==> config.mk <==
export PLATFORM = sky130hd
export DESIGN_NAME = snake_body_engine_flat
export DESIGN_NICKNAME = d
export VERILOG_FILES = /design/src/rtl/snake_body_engine_if.sv /design/src/rtl/snake_body_engine.sv /design/src/flat_wrapper.sv
export SDC_FILE = /design/constraint.sdc
export NUM_CORES = 1
export LEC_CHECK = 0
export ABC_AREA = 0
export ABC_CLOCK_PERIOD_IN_PS = 6600
export CORE_ASPECT_RATIO = 1.1
export CORE_MARGIN = 8
export CORE_UTILIZATION = 45
export CTS_CLUSTER_DIAMETER = 80
export DETAILED_ROUTE_END_ITERATION = 8
export HOLD_SLACK_MARGIN = 0.12
export SETUP_SLACK_MARGIN = 0.15
export SYNTH_ARGS = -nofsm -noshare
export SYNTH_HDL_FRONTEND = slang
export SYNTH_SLANG_ARGS = --single-unit
export TNS_END_PERCENT = 20
==> constraint.sdc <==
create_clock -name clk -period 6.6 [get_ports clk]
set_input_delay 0.99 -clock clk [delete_from_list [all_inputs] [get_ports clk]]
set_output_delay 0.99 -clock clk [all_outputs]
set_load 0.02 [all_outputs]
==> src/rtl/snake_body_engine_if.sv <==
// Scan-query and game-control bundle between the snake engine and its host.
// The host drives scan position, steering and apple; the engine answers.
interface snake_body_engine_if;
  logic [9:0] x_pos;
  logic [9:0] y_pos;
  logic [1:0] dir_in;
  logic       dir_valid;
  logic       game_en;
  logic [5:0] apple_x;
  logic [4:0] apple_y;
  logic [1:0] snake;
  logic [5:0] head_x;
  logic [4:0] head_y;
  logic [4:0] length;
  logic       eat;
  logic       game_over;

  modport master (
    output x_pos, y_pos, dir_in, dir_valid,
    output game_en, apple_x, apple_y,
    input  snake, head_x, head_y, length,
    input  eat, game_over
  );

  modport slave (
    input  x_pos, y_pos, dir_in, dir_valid,
    input  game_en, apple_x, apple_y,
    output snake, head_x, head_y, length,
    output eat, game_over
  );
endinterface

==> src/rtl/snake_body_engine.sv <==
// Snake game-state engine: segment list, move stepping, collisions, growth,
// and the registered per-pixel cell-class query for the VGA colour logic.
module snake_body_engine #(
  parameter int MAX_LEN  = 16,
  parameter int MOVE_DIV = 12_500_000
) (
  input  logic               clk,
  input  logic               rst,
  snake_body_engine_if.slave bus
);
  localparam int CW = (MOVE_DIV > 2) ? $clog2(MOVE_DIV) : 1;
  localparam logic [CW-1:0] LAST = CW'(MOVE_DIV - 1);
  localparam logic [1:0] UP = 2'b00;
  localparam logic [1:0] DN = 2'b01;
  localparam logic [1:0] LT = 2'b10;
  localparam logic [1:0] RT = 2'b11;

  typedef enum logic [1:0] {IDLE, RUN, OVER} state_t;

  state_t        state_q, state_d;
  logic [CW-1:0] cnt_q;
  logic [1:0]    cur_q, pend_q;
  logic [5:0]    sx [MAX_LEN];
  logic [4:0]    sy [MAX_LEN];
  logic [4:0]    len_q;
  logic          eat_q;
  logic [1:0]    cls_q, cls_d;

  logic       step, wall_hit, self_hit, collide;
  logic       apple_hit, grow;
  logic [5:0] nx;
  logic [4:0] ny;
  logic [5:0] cx;
  logic [4:0] cy;
  logic       on_scr, q_wall, body_hit;

  always_comb begin
    nx = sx[0];
    ny = sy[0];
    unique case (pend_q)
      UP: ny = sy[0] - 5'd1;
      DN: ny = sy[0] + 5'd1;
      LT: nx = sx[0] - 6'd1;
      RT: nx = sx[0] + 6'd1;
      default: ;
    endcase
  end

  // Tail is excluded: it vacates its cell on the same step.
  always_comb begin
    self_hit = 1'b0;
    for (int i = 1; i < MAX_LEN; i++)
      if ((5'(i) + 5'd2 <= len_q) &&
          sx[i] == nx && sy[i] == ny)
        self_hit = 1'b1;
  end

  assign wall_hit  = nx == 6'd0 || nx == 6'd39 ||
                     ny == 5'd0 || ny == 5'd29;
  assign step      = state_q == RUN && bus.game_en &&
                     cnt_q == LAST;
  assign collide   = step && (wall_hit || self_hit);
  assign apple_hit = nx == bus.apple_x && ny == bus.apple_y;
  assign grow      = len_q < 5'(MAX_LEN);

  always_comb begin
    state_d = state_q;
    unique case (state_q)
      IDLE:    if (bus.game_en) state_d = RUN;
      RUN:     if (collide) state_d = OVER;
      OVER:    state_d = OVER;
      default: state_d = IDLE;
    endcase
  end

  assign cx     = bus.x_pos[9:4];
  assign cy     = bus.y_pos[8:4];
  assign on_scr = bus.x_pos < 10'd640 && bus.y_pos < 10'd480;
  assign q_wall = cx == 6'd0 || cx == 6'd39 ||
                  cy == 5'd0 || cy == 5'd29;

  always_comb begin
    body_hit = 1'b0;
    for (int i = 1; i < MAX_LEN; i++)
      if (5'(i) < len_q && sx[i] == cx && sy[i] == cy)
        body_hit = 1'b1;
  end

  always_comb begin
    cls_d = 2'b00;
    if (!on_scr)                        cls_d = 2'b00;
    else if (q_wall)                    cls_d = 2'b11;
    else if (sx[0] == cx && sy[0] == cy) cls_d = 2'b01;
    else if (body_hit)                  cls_d = 2'b10;
  end

  always_ff @(posedge clk) begin
    if (rst) begin
      state_q <= IDLE;
      cnt_q   <= '0;
      cur_q   <= RT;
      pend_q  <= RT;
      len_q   <= 5'd3;
      eat_q   <= 1'b0;
      cls_q   <= 2'b00;
      for (int i = 0; i < MAX_LEN; i++) begin
        sx[i] <= '0;
        sy[i] <= '0;
      end
      sx[0] <= 6'd20;
      sx[1] <= 6'd19;
      sx[2] <= 6'd18;
      sy[0] <= 5'd15;
      sy[1] <= 5'd15;
      sy[2] <= 5'd15;
    end else begin
      state_q <= state_d;
      cls_q   <= cls_d;
      eat_q   <= step && !collide && apple_hit;
      if (state_q != RUN)
        cnt_q <= '0;
      else if (bus.game_en)
        cnt_q <= step ? '0 : cnt_q + CW'(1);
      if (bus.dir_valid && state_q != OVER &&
          bus.dir_in != {cur_q[1], ~cur_q[0]})
        pend_q <= bus.dir_in;
      if (step)
        cur_q <= pend_q;
      if (step && !collide) begin
        for (int i = 1; i < MAX_LEN; i++) begin
          sx[i] <= sx[i-1];
          sy[i] <= sy[i-1];
        end
        sx[0] <= nx;
        sy[0] <= ny;
        if (apple_hit && grow)
          len_q <= len_q + 5'd1;
      end
    end
  end

  assign bus.snake     = cls_q;
  assign bus.head_x    = sx[0];
  assign bus.head_y    = sy[0];
  assign bus.length    = len_q;
  assign bus.eat       = eat_q;
  assign bus.game_over = state_q == OVER;
endmodule

==> src/flat_wrapper.sv <==
// flat-port wrapper written by rule: the top's interface ports become plain ports
module snake_body_engine_flat 
#(
  parameter int MAX_LEN  = 16,
  parameter int MOVE_DIV = 12_500_000
)
  (clk, rst, bus_x_pos, bus_y_pos, bus_dir_in, bus_dir_valid, bus_game_en, bus_apple_x, bus_apple_y, bus_snake, bus_head_x, bus_head_y, bus_length, bus_eat, bus_game_over);
  snake_body_engine_if bus_i ();
  input  logic clk;
  input  logic rst;
  input wire logic [$bits(bus_i.x_pos)-1:0] bus_x_pos;
  input wire logic [$bits(bus_i.y_pos)-1:0] bus_y_pos;
  input wire logic [$bits(bus_i.dir_in)-1:0] bus_dir_in;
  input wire logic [$bits(bus_i.dir_valid)-1:0] bus_dir_valid;
  input wire logic [$bits(bus_i.game_en)-1:0] bus_game_en;
  input wire logic [$bits(bus_i.apple_x)-1:0] bus_apple_x;
  input wire logic [$bits(bus_i.apple_y)-1:0] bus_apple_y;
  output wire logic [$bits(bus_i.snake)-1:0] bus_snake;
  output wire logic [$bits(bus_i.head_x)-1:0] bus_head_x;
  output wire logic [$bits(bus_i.head_y)-1:0] bus_head_y;
  output wire logic [$bits(bus_i.length)-1:0] bus_length;
  output wire logic [$bits(bus_i.eat)-1:0] bus_eat;
  output wire logic [$bits(bus_i.game_over)-1:0] bus_game_over;
  assign bus_i.x_pos = bus_x_pos;
  assign bus_i.y_pos = bus_y_pos;
  assign bus_i.dir_in = bus_dir_in;
  assign bus_i.dir_valid = bus_dir_valid;
  assign bus_i.game_en = bus_game_en;
  assign bus_i.apple_x = bus_apple_x;
  assign bus_i.apple_y = bus_apple_y;
  assign bus_snake = bus_i.snake;
  assign bus_head_x = bus_i.head_x;
  assign bus_head_y = bus_i.head_y;
  assign bus_length = bus_i.length;
  assign bus_eat = bus_i.eat;
  assign bus_game_over = bus_i.game_over;
  snake_body_engine #(.MAX_LEN(MAX_LEN), .MOVE_DIV(MOVE_DIV)) u_core (.clk(clk), .rst(rst), .bus(bus_i));
endmodule
==> results of run 1 <==
cell usage in the layout, fill, tap and decap left out, types with 4 or more instances in the layout:
master             n
clkdlybuf4s50_1   47
or3_1             16
ha_1              15
nand4_1           46
clkbuf_1           7
buf_12             7
nor2_1           127
nand2_1           59
inv_1             28
clkinv_2           6
clkbuf_8           5
o22ai_1            8
o2111ai_1         14
a21o_1            10
and3_1            99
nor3_1            43
o21ai_0           25
xnor2_1          192
or4_1             15
a22oi_1            5
nor4_1            44
and4_1             7
buf_4             35
o31ai_1           12
a21oi_1           23
nor3b_1            4
dfxtp_1          114
a21boi_0           9
a31oi_1           15
o211ai_1           6
nand3_1           34
xor2_1           162
nor2b_1            8
o21a_1             4
mux2i_1           77
edfxtp_1          99
clkbuf_16         27
Yosys cell counts (14+ instances only):
library cell / number / area, um2
xnor2_1: 192 / 1682
xor2_1: 162 / 1419
nor2_1: 127 / 476.7
dfxtp_1: 115 / 2302
and3_1: 99 / 619.3
edfxtp_1: 99 / 2973
mux2i_1: 77 / 770.7
nand2_1: 60 / 225.2
clkbuf_1: 55 / 206.5
nand4_1: 46 / 287.8
nor4_1: 44 / 275.3
nor3_1: 43 / 215.2
nand3_1: 34 / 170.2
inv_1: 29 / 108.9
o21ai_0: 25 / 125.1
a21oi_1: 23 / 115.1
buf_2: 23 / 115.1
or3_1: 16 / 100.1
a31oi_1: 15 / 93.84
ha_1: 15 / 187.7
or4_1: 15 / 112.6
buf_4: 14 / 105.1
o2111ai_1: 14 / 122.6
worst min-delay path: cells and delay by family, from the launching register on:
kind	cells	cell delay, ps
and+or+nand+nor	1	60
DFF	1	340
muxes	1	70
registers in the layout (all words and copies together) (netlist names):
register and cells:
u_core.bus.length 5, u_core.pend_q 2, u_core.sx 96, u_core.cnt_q 24, u_core.cur_q 2, u_core.state_q 2, u_core.bus.eat 1, u_core.bus.snake 2
u_core.sy 80
where the power goes:
group | total [mW] | internal [mW] | leakage (nW) | switching, mW
clock network | 1.51 | 0.925 | 0.452 | 0.589
logic | 0.823 | 0.296 | 3.45 | 0.527
registers | 1.49 | 1.43 | 1.87 | 0.0573
total | 3.82 | 2.65 | 5.77 | 1.17
how the worst max path moves through the flow:
| stage | to | slack, ps |
|---|---|---|
| 3_3_place_gp | u_core.sy[1][1]$_SDFFCE_PN0P_ | 1240 |
| 4_1_cts | u_core.sx[1][7]$_SDFFCE_PN0P_ | 1120 |
| 3_5_place_dp | u_core.sx[1][6]$_SDFFCE_PN0P_ | 1180 |
| 6_report | u_core.sy[0][35]$_SDFFCE_PN0P_ | 1010 |
| 2_1_floorplan | u_core.sx[0][10]$_SDFFCE_PN0P_ | 800 |
| 5_1_grt | u_core.sx[1][7]$_SDFFCE_PN0P_ | 830 |
metrics by stage:
stage | instances | hold WS [ps]
global route | 1988 | 536.1
floorplan | 1549 | 462.0
detailed placement | 1938 | 481.5
CTS | 1988 | 494.1
global placement | 1938 | 483.9
finish | 1988 | 494.7
kinds of logic (layout without fill, tap and decap cells):
group	count (synthesis)	count (layout)	share of synthesized area [%]
buffers and inverters	157	170	5.555
XOR/XNOR	355	355	21.32
flip-flops	214	214	36.08
adder cells (fa/ha/maj)	17	17	1.558
multiplexers	81	81	5.734
AO/OA/AOI/OAI	184	184	9.535
AND/OR/NAND/NOR	541	541	20.22
metal layers:
metal / vias up / part of all wire [%] / track usage [%] / wire [um]
li1: 5522 / - / - / -
met1: 5888 / 41 / 29.90 / 20070
met2: 444 / 47 / 41.57 / 22740
met3: 150 / 7.1 / 4.682 / 3447
met4: 0 / 5.4 / 13.46 / 2623
met5: - / 0 / 0 / 0
final cells by class:
cell class              instances  area (um2)  area share [%]
inverters                      30       112.6          0.6927
well taps                     426       533.0           3.279
flip-flops and latches        214        5276           32.46
clock inverters                11       135.1          0.8312
multi-input cells            1178        8551           52.60
repair buffers                 90       878.3           5.403
clock buffers                  39       770.7           4.741
==> metrics.md, run 1 <==
| Metric | Value |
|---|---|
| Run status | finished clean |
| Worst Hold Path EP | u_core.cur_q[0]$_SDFFE_PP1P_ |
| Initial antenna violation count | 0 |
| Skew final | 24.36 ps |
| Hold Startpoint | u_core.cur_q[0]$_SDFFE_PP1P_ |
| Global placement routability congestion | 0.9402 |
| Clk sinks | 214 |
| FILL cells | 3050 |
| Worst slack at placement | 1185 ps |
| Setup ws final | 1010 ps |
| Max_cap viols | 0 |
| H-tree levels | 1 |
| DRC | 0 |
| Layout area overhead | 11.20% |
| #FFs+latches synth | 214 |
| Crit path max fanout | 57 |
| Cts bufs inserted | 27 |
| Crit path cell chain | or2b_1 > inv_2 > fa_1 > nor2b_1 > nor2_1 > xor2_1 > or4_1 > nor4_1 > nand4_1 > o311ai_4 > nor2_2 > nand2_1 > buf_4 > nand2_4 > buf_12 |
| CP delay by family, top | simple AND/OR/NAND/NOR gates |
| Tot GR Track Use | 24.82% |
| Final core occ | 50.62% |
| Post-route total power | 3.824 mW |
| Cells after synthesis | 1549 |
| Cell count along the critical path | 15 |
| Syn Area/Cell | 9.438 um2 |
| Worst skew pair latency | 560 ps |
| Top-Level Pins | 57 |
| Post-synthesis cell type count | 101 |
| # setup viols final | 0 |
| Cts hold-fix bufs | 0 |
| Post-synth EDFFs | 99 |
| Slew headroom | 18.33% |
| Layout cells sized above 1 | 7.939% |
| Max VDD drop | 0.0001798 V |
| R2R Path End | u_core.sy[0][35]$_SDFFCE_PN0P_ |
| Slowest-stage cell, CP | fa_1 |
| Hold path cells | 2 |
| Post-Syn Area | 14620 um2 |
| Static Leakage | 5.771 nW |
| Post-layout min period | 5590 ps |
| Sequential element share of the synthesized area | 36.08% |
| Vias | 12004 |
| Root Buffer | clkbuf_16 |
| Core ar. | 32120 um2 |
| Req. time, crit path | 6860 ps |
| Max Fclk | 0.1789 GHz |
| Die Span Y | 205.0 um |
| Flop-to-flop setup slack | 1010 ps |
| CP peak stage delay | 770 ps |
| CP startpoint | u_core.pend_q[0]$_SDFFE_PP1P_ |
| First-pass GRT wire length | 73790 um |
| Worst-Margin Slew | 1209 ps |
| Largest net degree at the start of global routing | 59 |
| WP buf/inv | 3 |
| Post_cts resized | 0 |
| Setup TNS | 0 ps |
| Final HPWL DP | 34150 um |
| TritonCTS clock tree | built |
| Clock Pin Slew Worst Setup and Hold Paths | 60 ps |
| Worst Hold Class | reg -> reg |
| N_diodes | 0 |
| Power Density | 235.2 nW/um2 |
| Reg2Reg Depth | 15 |
| Fin. max-slew vios | 0 |
| Vias/cell | 6.038 |
| RSZ-0062 raised after global routing | no |
| Vias in the first global route | 11836 |
| Max clock buf depth | 3 |
| Die Wd | 187.9 um |
| Initial Util | 45.52% |
| Crit path kind | reg -> reg |
| Worst Setup Start Kind | register |
| Crit Reg-Reg Startpoint | u_core.pend_q[0]$_SDFFE_PP1P_ |
| Wire per inst | 24.59 um |
| Crit share post-route | 84.70% |
| Setup crit end kind | register |
| Setup bufs post-CTS | 0 |
| Drt first pass iters | 6 |
| Post-Syn Nets | 1603 |
| Nets | 1595 |
| Synth warnings | 0 |
| Routed Antenna Nets | 0 |
| Die area | 38520 um2 |
| Grt ovf | 0 |
| Design Area, Final | 16260 um2 |
| Site Rows | 69 |
| Post-DP Area | 15350 um2 |
| Synth Flop Type | dfxtp_1 |
| 1st-iter DRT viols | 996 |
| PortBufs | 48 |
| Async S/R FF share, synth | 0% |
| Final hold viol count | 0 |
| Routed WL | 48890 um |
| WP data arrival | 5850 ps |
Note: power is estimated with default switching activity, not from simulation.
==> run 2, diff against run 1 <==
ABC_CLOCK_PERIOD_IN_PS = 5250   (was 6600)
clock period = 5.25 ns   (was 6.6 ns; I/O delays follow)
==> run 2 against run 1 <==
Against the previous run:
- final cell count increased by 0.75%
- utilization grew 0.23 points
- die area unchanged
- clock power rose by 13%
- routed wire length is 1.6% higher
- hold slack better by 0.57 ps
- register-to-register slack got worse by 740 ps
- critical path depth unchanged
- combinational power grew 31%
- largest cell class unchanged
==> metrics.md, run 2 (synthesized netlist as in run 1, its figures left out) <==
| Metric | Value |
|---|---|
| Sw frac | 30.88% (+0.19 points) |
| Crit Reg-Reg Startpoint | u_core.pend_q[0]$_SDFFE_PP1P_ |
| Skew final | 24.12 ps (-0.2383 ps) |
| Crit share post-route | 94.88% (+10 points) |
| Vias/cell | 6.050 (+0.20%) |
| Final HPWL DP | 34460 um (+0.89%) |
| Slew headroom | 21.83% (+3.5 points) |
| Flop-to-flop setup slack | 270 ps (-740 ps) |
| Setup crit end kind | register |
| Worst skew pair latency | 550 ps (about the same) |
| Tot GR Track Use | 24.98% (+0.16 points) |
| Hold Startpoint | u_core.cur_q[0]$_SDFFE_PP1P_ |
| Global placement routability congestion | 0.9416 (+0.15%) |
| PortBufs | 48 (unchanged) |
| Crit path cell chain | or2b_1 > ha_1 > nor3b_1 > o31a_1 > or3_1 > a22oi_1 > o2111a_1 > a221o_1 > o21ai_0 > o311ai_4 > nor3_4 > buf_4 > buf_6 > a31oi_1 > o21a_1 |
| Req. time, crit path | 5700 ps (-1160 ps) |
| Routed WL | 49680 um (+1.6%) |
| Post-layout min period | 4981 ps (-609.1 ps) |
| Non-Filler Instances | 2003 (+0.75%) |
| Internal | 3.225 mW (+22%) |
| Run status | finished clean |
| 1st-iter DRT viols | 1181 (+19%) |
| Fin. max-slew vios | 0 (unchanged) |
| Reg2Reg Depth | 15 (unchanged) |
| Crit path kind | reg -> reg |
| Sequential Power Share | 40.0% (+1.1 points) |
| RSZ-0062 raised after global routing | yes |
| Static Leakage | 5.824 nW (+0.92%) |
| CP peak stage delay | 600 ps (-170 ps) |
| Nets | 1618 (+1.4%) |
| Worst Setup Start Kind | register |
| Max_cap viols | 0 (unchanged) |
| Max Fclk | 0.2008 GHz (+12%) |
| Die Span Y | 205.0 um (unchanged) |
| Power Density | 285.7 nW/um2 (+21%) |
| First-pass GRT wire length | 74490 um (+0.94%) |
| TritonCTS clock tree | built |
| Commonest non-fill, non-tap cells in the layout | xnor2_1, xor2_1, nor2_1, dfxtp_1 |
| Drt first pass iters | 7 (+1) |
| Vias | 12119 (+0.96%) |
| Worst-Margin Slew | 1158 ps (-51.28 ps) |
| FILL cells | 3033 (-0.56%) |
| Multi-input logic area | 8567 um2 (+0.19%) |
| Slowest-stage cell, CP | o31a_1 |
| Layout cells sized above 1 | 9.004% (+1.1 points) |
| Crit path max fanout | 34 (-40%) |
| Cts bufs inserted | 26 (-3.7%) |
| Sequential Area | 5276 um2 (unchanged) |
| Die Wd | 187.9 um (unchanged) |
| Hold WS | 495.2 ps (+0.5700 ps) |
| Setup TNS | 0 ps (unchanged) |
| Placed insts | 1960 (+1.1%) |
| Clk sinks | 214 (unchanged) |
| Regs by FF count | u_core.sx x96, u_core.sy x80, u_core.cnt_q x24 |
| Final hold viol count | 0 (unchanged) |
| Largest net degree at the start of global routing | 97 (+64%) |
| Clock share of power | 36.7% (-2.9 points) |
| Layout area overhead | 11.72% |
| DRC | 0 (unchanged) |
| R2R Path End | u_core.bus.length[3]$_SDFFE_PP0P_ |
| NetSw | 1.441 mW (+23%) |
| Grt ovf | 0 (unchanged) |
| # setup viols final | 0 (unchanged) |
| Largest register by flop count | u_core.sx |
| Clock Pin Slew Worst Setup and Hold Paths | 60 ps (about the same) |
| Routed Antenna Nets | 0 (unchanged) |
| Max clock buf depth | 3 (unchanged) |
| Commonest non-fill, non-tap cell in the layout | xnor2_1 |
| Worst Hold Class | reg -> reg |
| Die area | 38520 um2 (unchanged) |
| Wire per inst | 24.80 um (+0.85%) |
| Combinational power share | 23.3% (+1.8 points) |
| Root Buffer | clkbuf_16 |
| H-tree levels | 1 (unchanged) |
| WP data arrival | 5430 ps (-420 ps) |
| Post-route total power | 4.666 mW (+22%) |
| Cts hold-fix bufs | 0 (unchanged) |
| Vias in the first global route | 11748 (-0.74%) |
| Hold path cells | 2 (unchanged) |
| Site Rows | 69 (unchanged) |
| Core ar. | 32120 um2 (unchanged) |
| Top-Level Pins | 57 (unchanged) |
| Initial Util | 45.52% (unchanged) |
| Max VDD drop | 0.0002363 V (+31%) |
| Worst Hold Path EP | u_core.cur_q[0]$_SDFFE_PP1P_ |
| N_diodes | 0 (unchanged) |
| Initial antenna violation count | 0 (unchanged) |
| Max FFs per register | 96 (unchanged) |
-- run 2: power groups by stage --
stage	Clock (mW)	Combinational (mW)	Sequential (mW)
2_1_floorplan	0	0.719	1.88
3_3_place_gp	0	1.04	1.90
3_5_place_dp	0	1.06	1.90
4_1_cts	1.75	1.06	1.87
5_1_grt	1.80	1.15	1.87
6_report	1.71	1.08	1.87
-- run 2: worst max-delay path by stage --
stage	slack, ps	startpoint	cells past startpoint	to
2_1_floorplan	160	u_core.pend_q[1]$_SDFFE_PP1P_	20	u_core.sx[0][10]$_SDFFCE_PN0P_
3_3_place_gp	290	u_core.pend_q[0]$_SDFFE_PP1P_	15	u_core.sx[1][43]$_SDFFE_PP0P_
3_5_place_dp	310	u_core.pend_q[0]$_SDFFE_PP1P_	18	u_core.sx[0][7]$_SDFFCE_PN0P_
4_1_cts	260	u_core.pend_q[0]$_SDFFE_PP1P_	15	u_core.sx[1][15]$_SDFFE_PP0P_
5_1_grt	100	u_core.pend_q[0]$_SDFFE_PP1P_	15	u_core.bus.length[3]$_SDFFE_PP0P_
6_report	270	u_core.pend_q[0]$_SDFFE_PP1P_	15	u_core.bus.length[3]$_SDFFE_PP0P_
-- run 2: final cells by class --
type	count	share of cell area (%)
clock buffers	36	4.528
clock inverters	5	0.2988
inverters	30	0.6895
multi-input cells	1178	52.46
flip-flops and latches	214	32.31
well taps	426	3.264
repair buffers	114	6.458
-- run 2: metal layers --
metal / global-route usage, % / vias up / wire length (um)
met3: 4.120 / 128 / 3569
met5: 0 / - / 0
met2: 41.39 / 484 / 23180
met4: 11.15 / 0 / 2130
met1: 31.71 / 5938 / 20800
li1: - / 5569 / -
-- run 2: worst max-delay path, delay by kind of cell (launching register included) --
kind	cells	cell delay (ps)
buffers and inverters	2	540
DFF	1	460
AOI/OAI and AO/OA	8	2140
and+or+nand+nor	4	1270
adders and majority gates	1	440
-- run 2: repair_timing --
action | CTS | global route
gates resized for setup | 0 | 5
buffers inserted | 0 | 1
setup endpoints to repair | 0 | 243
-- run 2: per-stage QoR --
step	util [%]	setup WS, ps	instance area, um2
CTS	50.73	258.2	16290
global route	50.85	96.18	16330
global placement	48.28	292.5	15500
floorplan	-	162.6	14640
finish	50.85	268.9	16330
detailed placement	48.28	305.9	15500
==> run 3, diff against run 2 <==
PLACE_DENSITY = 0.73   (was unset)
==> run 3 against run 2 <==
Against the previous run:
- routed wire length shrank 3.9%
- clock skew shrank 13 ps
- sequential share of layout area shrank 0.20 points
- non-clock buffer count grew 2
- utilization grew 0.33 points
- critical path depth grew 1
==> metrics.md, run 3 (synthesized netlist as in run 1, its figures left out) <==
| Metric | Value |
|---|---|
| Clk sinks | 214 (unchanged) |
| Crit share post-route | 93.07% (-1.8 points) |
| Non-Filler Instances | 2008 (+0.25%) |
| WP data arrival | 5280 ps (-150 ps) |
| Vias | 12432 (+2.6%) |
| Worst Hold Class | reg -> reg |
| Fin. max-slew vios | 0 (unchanged) |
| PortBufs | 48 (unchanged) |
| Layout area overhead | 12.44% |
| FILL cells | 2941 (-3.0%) |
| Vias in the first global route | 11974 (+1.9%) |
| Worst Setup Start Kind | register |
| N_diodes | 0 (unchanged) |
| Initial Util | 45.52% (unchanged) |
| Slew headroom | 30.42% (+8.6 points) |
| Regs by FF count | u_core.sx x96, u_core.sy x80, u_core.cnt_q x24 |
| Internal | 3.338 mW (+3.5%) |
| Initial antenna violation count | 1 (+1) |
| Cts hold-fix bufs | 0 (unchanged) |
| Crit path cell chain | or2b_1 > ha_1 > nor3b_1 > o31ai_2 > nand2_2 > xor2_1 > nor3_1 > and4bb_1 > o41ai_2 > nand4b_2 > buf_4 > nor3_4 > buf_12 > buf_12 > mux2i_1 > nor2_1 |
| Final hold viol count | 0 (unchanged) |
| Placed insts | 1957 (-0.15%) |
| Core ar. | 32120 um2 (unchanged) |
| TritonCTS clock tree | built |
| Vias/cell | 6.191 (+2.3%) |
| Commonest non-fill, non-tap cells in the layout | xnor2_1, xor2_1, nor2_1, dfxtp_1 |
| Static Leakage | 5.858 nW (+0.59%) |
| Combinational power share | 22.6% (-0.7 points) |
| DRC | 0 (unchanged) |
| Most used cell, CP | buf_12 |
| Skew final | 10.65 ps (-13.48 ps) |
| Global placement routability congestion | 0.9916 (+5.3%) |
| Setup TNS | 0 ps (unchanged) |
| CP peak stage delay | 570 ps (-30 ps) |
| H-tree levels | 1 (unchanged) |
| Worst slack at placement | 119.2 ps (-186.6 ps) |
| Max VDD drop | 0.0002359 V (-0.15%) |
| Run status | finished clean |
| Die area | 38520 um2 (unchanged) |
| Slowest-stage cell, CP | o31ai_2 |
| Cts bufs inserted | 24 (-7.7%) |
| Crit path max fanout | 33 (-2.9%) |
| Power Density | 292.9 nW/um2 (+2.5%) |
| Largest register by flop count | u_core.sx |
| Max Fclk | 0.2047 GHz (+1.9%) |
| Routed Antenna Nets | 0 (unchanged) |
| Commonest non-fill, non-tap cell in the layout | xnor2_1 |
| Max clock buf depth | 3 (unchanged) |
| # setup viols final | 0 (unchanged) |
| First-pass GRT wire length | 72040 um (-3.3%) |
| Sw frac | 30.69% (-0.20 points) |
| Clock Pin Slew Worst Setup and Hold Paths | 60 ps (about the same) |
| Setup crit end kind | register |
| Sequential Power Share | 38.8% (-1.2 points) |
| 1st-iter DRT viols | 1395 (+18%) |
| Req. time, crit path | 5640 ps (-60 ps) |
| Routed WL | 47720 um (-3.9%) |
| Die Span Y | 205.0 um (unchanged) |
| Crit path kind | reg -> reg |
| Largest net degree at the start of global routing | 85 (-12%) |
| Nets | 1618 (unchanged) |
| Root Buffer | clkbuf_16 |
| Final HPWL DP | 33310 um (-3.3%) |
| Post-layout min period | 4886 ps (-94.71 ps) |
| Sequential Area | 5278 um2 (about the same) |
| Drt first pass iters | 6 (-1) |
| Tot GR Track Use | 23.89% (-1.1 points) |
| Max FFs per register | 96 (unchanged) |
| Wire per inst | 23.77 um (-4.2%) |
| Clock share of power | 38.6% (+1.9 points) |
| Layout cells sized above 1 | 9.671% (+0.67 points) |
| Setup ws final | 363.6 ps (+94.71 ps) |
| Multi-input logic area | 8571 um2 (about the same) |
| Worst skew pair latency | 540 ps (about the same) |
| Worst-Margin Slew | 1031 ps (-127.3 ps) |
| RSZ-0062 raised after global routing | no |
| NetSw | 1.478 mW (+2.6%) |
| Max_cap viols | 0 (unchanged) |
| Grt ovf | 0 (unchanged) |
| Site Rows | 69 (unchanged) |
| Top-Level Pins | 57 (unchanged) |
| Die Wd | 187.9 um (unchanged) |
==> run 3: cell types whose count changed in the layout (fill, tap and decap cells not counted), moves of 2 or more <==
cell	before	now
buf_12	5	7
clkbuf_16	28	26
clkinvlp_4	0	5
buf_4	59	61
clkbuf_1	6	1
bufinv_16	1	4
==> run 3: path summary, 6_finish.rpt <==
path,from,endpoint,slack [ps],cells past startpoint
setup / recovery,u_core.pend_q[0]$_SDFFE_PP1P_,u_core.sy[1][21]$_SDFFE_PP0P_,360,16
hold / removal,u_core.cur_q[1]$_SDFFE_PP1P_,u_core.cur_q[1]$_SDFFE_PP1P_,510,2
setup reg to reg,u_core.pend_q[0]$_SDFFE_PP1P_,u_core.sy[1][21]$_SDFFE_PP0P_,360,16
hold reg to reg,u_core.cur_q[1]$_SDFFE_PP1P_,u_core.cur_q[1]$_SDFFE_PP1P_,510,2
==> run 3: power groups by stage <==
stage | Combinational [mW] | Clock, mW | Sequential (mW)
final | 1.09 | 1.86 | 1.87
after global routing | 1.15 | 1.93 | 1.87
after CTS | 1.04 | 1.87 | 1.86
after detailed placement | 1.03 | 0 | 1.90
after global placement | 1.01 | 0 | 1.90
after floorplan | 0.719 | 0 | 1.88
==> run 3: worst max-delay path: cells and delay by family (launching register included) <==
kind                       cells  cell delay [ps]
muxes                          1              210
DFF                            1              400
and+or+nand+nor                8             1750
adders and majority gates      1              410
AOI/OAI and AO/OA              2              940
buffers and inverters          3              690
xor gates and xnor gates       1              270
==> run 3: per-layer routing <==
metal | vias up | GRT usage (%) | routed length, um | share of wire, %
li1 | 5580 | - | - | -
met1 | 5958 | 29.63 | 18730 | 39
met2 | 711 | 38.45 | 21600 | 45
met3 | 181 | 4.358 | 4501 | 9.4
met4 | 2 | 14.33 | 2882 | 6.0
met5 | - | 0 | 18 | 0.038
==> run 3: layout make-up <==
cell class                 count  share of cell area (%)
tap                          426                   3.242
multi-input combinational   1178                   52.14
inverter                      30                  0.6850
sequential                   214                   32.11
clock buffer                  29                   4.148
clock inverter                15                   1.149
timing repair buffer         116                   6.531
==> run 3: repair_timing <==
action | CTS | global route
cloned | 0 | 0
setup buffers | 0 | 7
pin swaps | 0 | 2
resized for setup | 1 | 6
endpoints found under the setup margin | 60 | 262
==> run 3: per-stage QoR <==
stage / cell area (um2) / utilization [%] / hold slack (ps) / power [mW]
3_3_place_gp: 15490 / 48.24 / 478.7 / 2.909
4_1_cts: 16370 / 50.96 / 516.4 / 4.779
5_1_grt: 16440 / 51.18 / 548.9 / 4.954
3_5_place_dp: 15490 / 48.24 / 499.4 / 2.934
6_report: 16440 / 51.18 / 514.6 / 4.816
2_1_floorplan: 14640 / - / 462.0 / 2.594
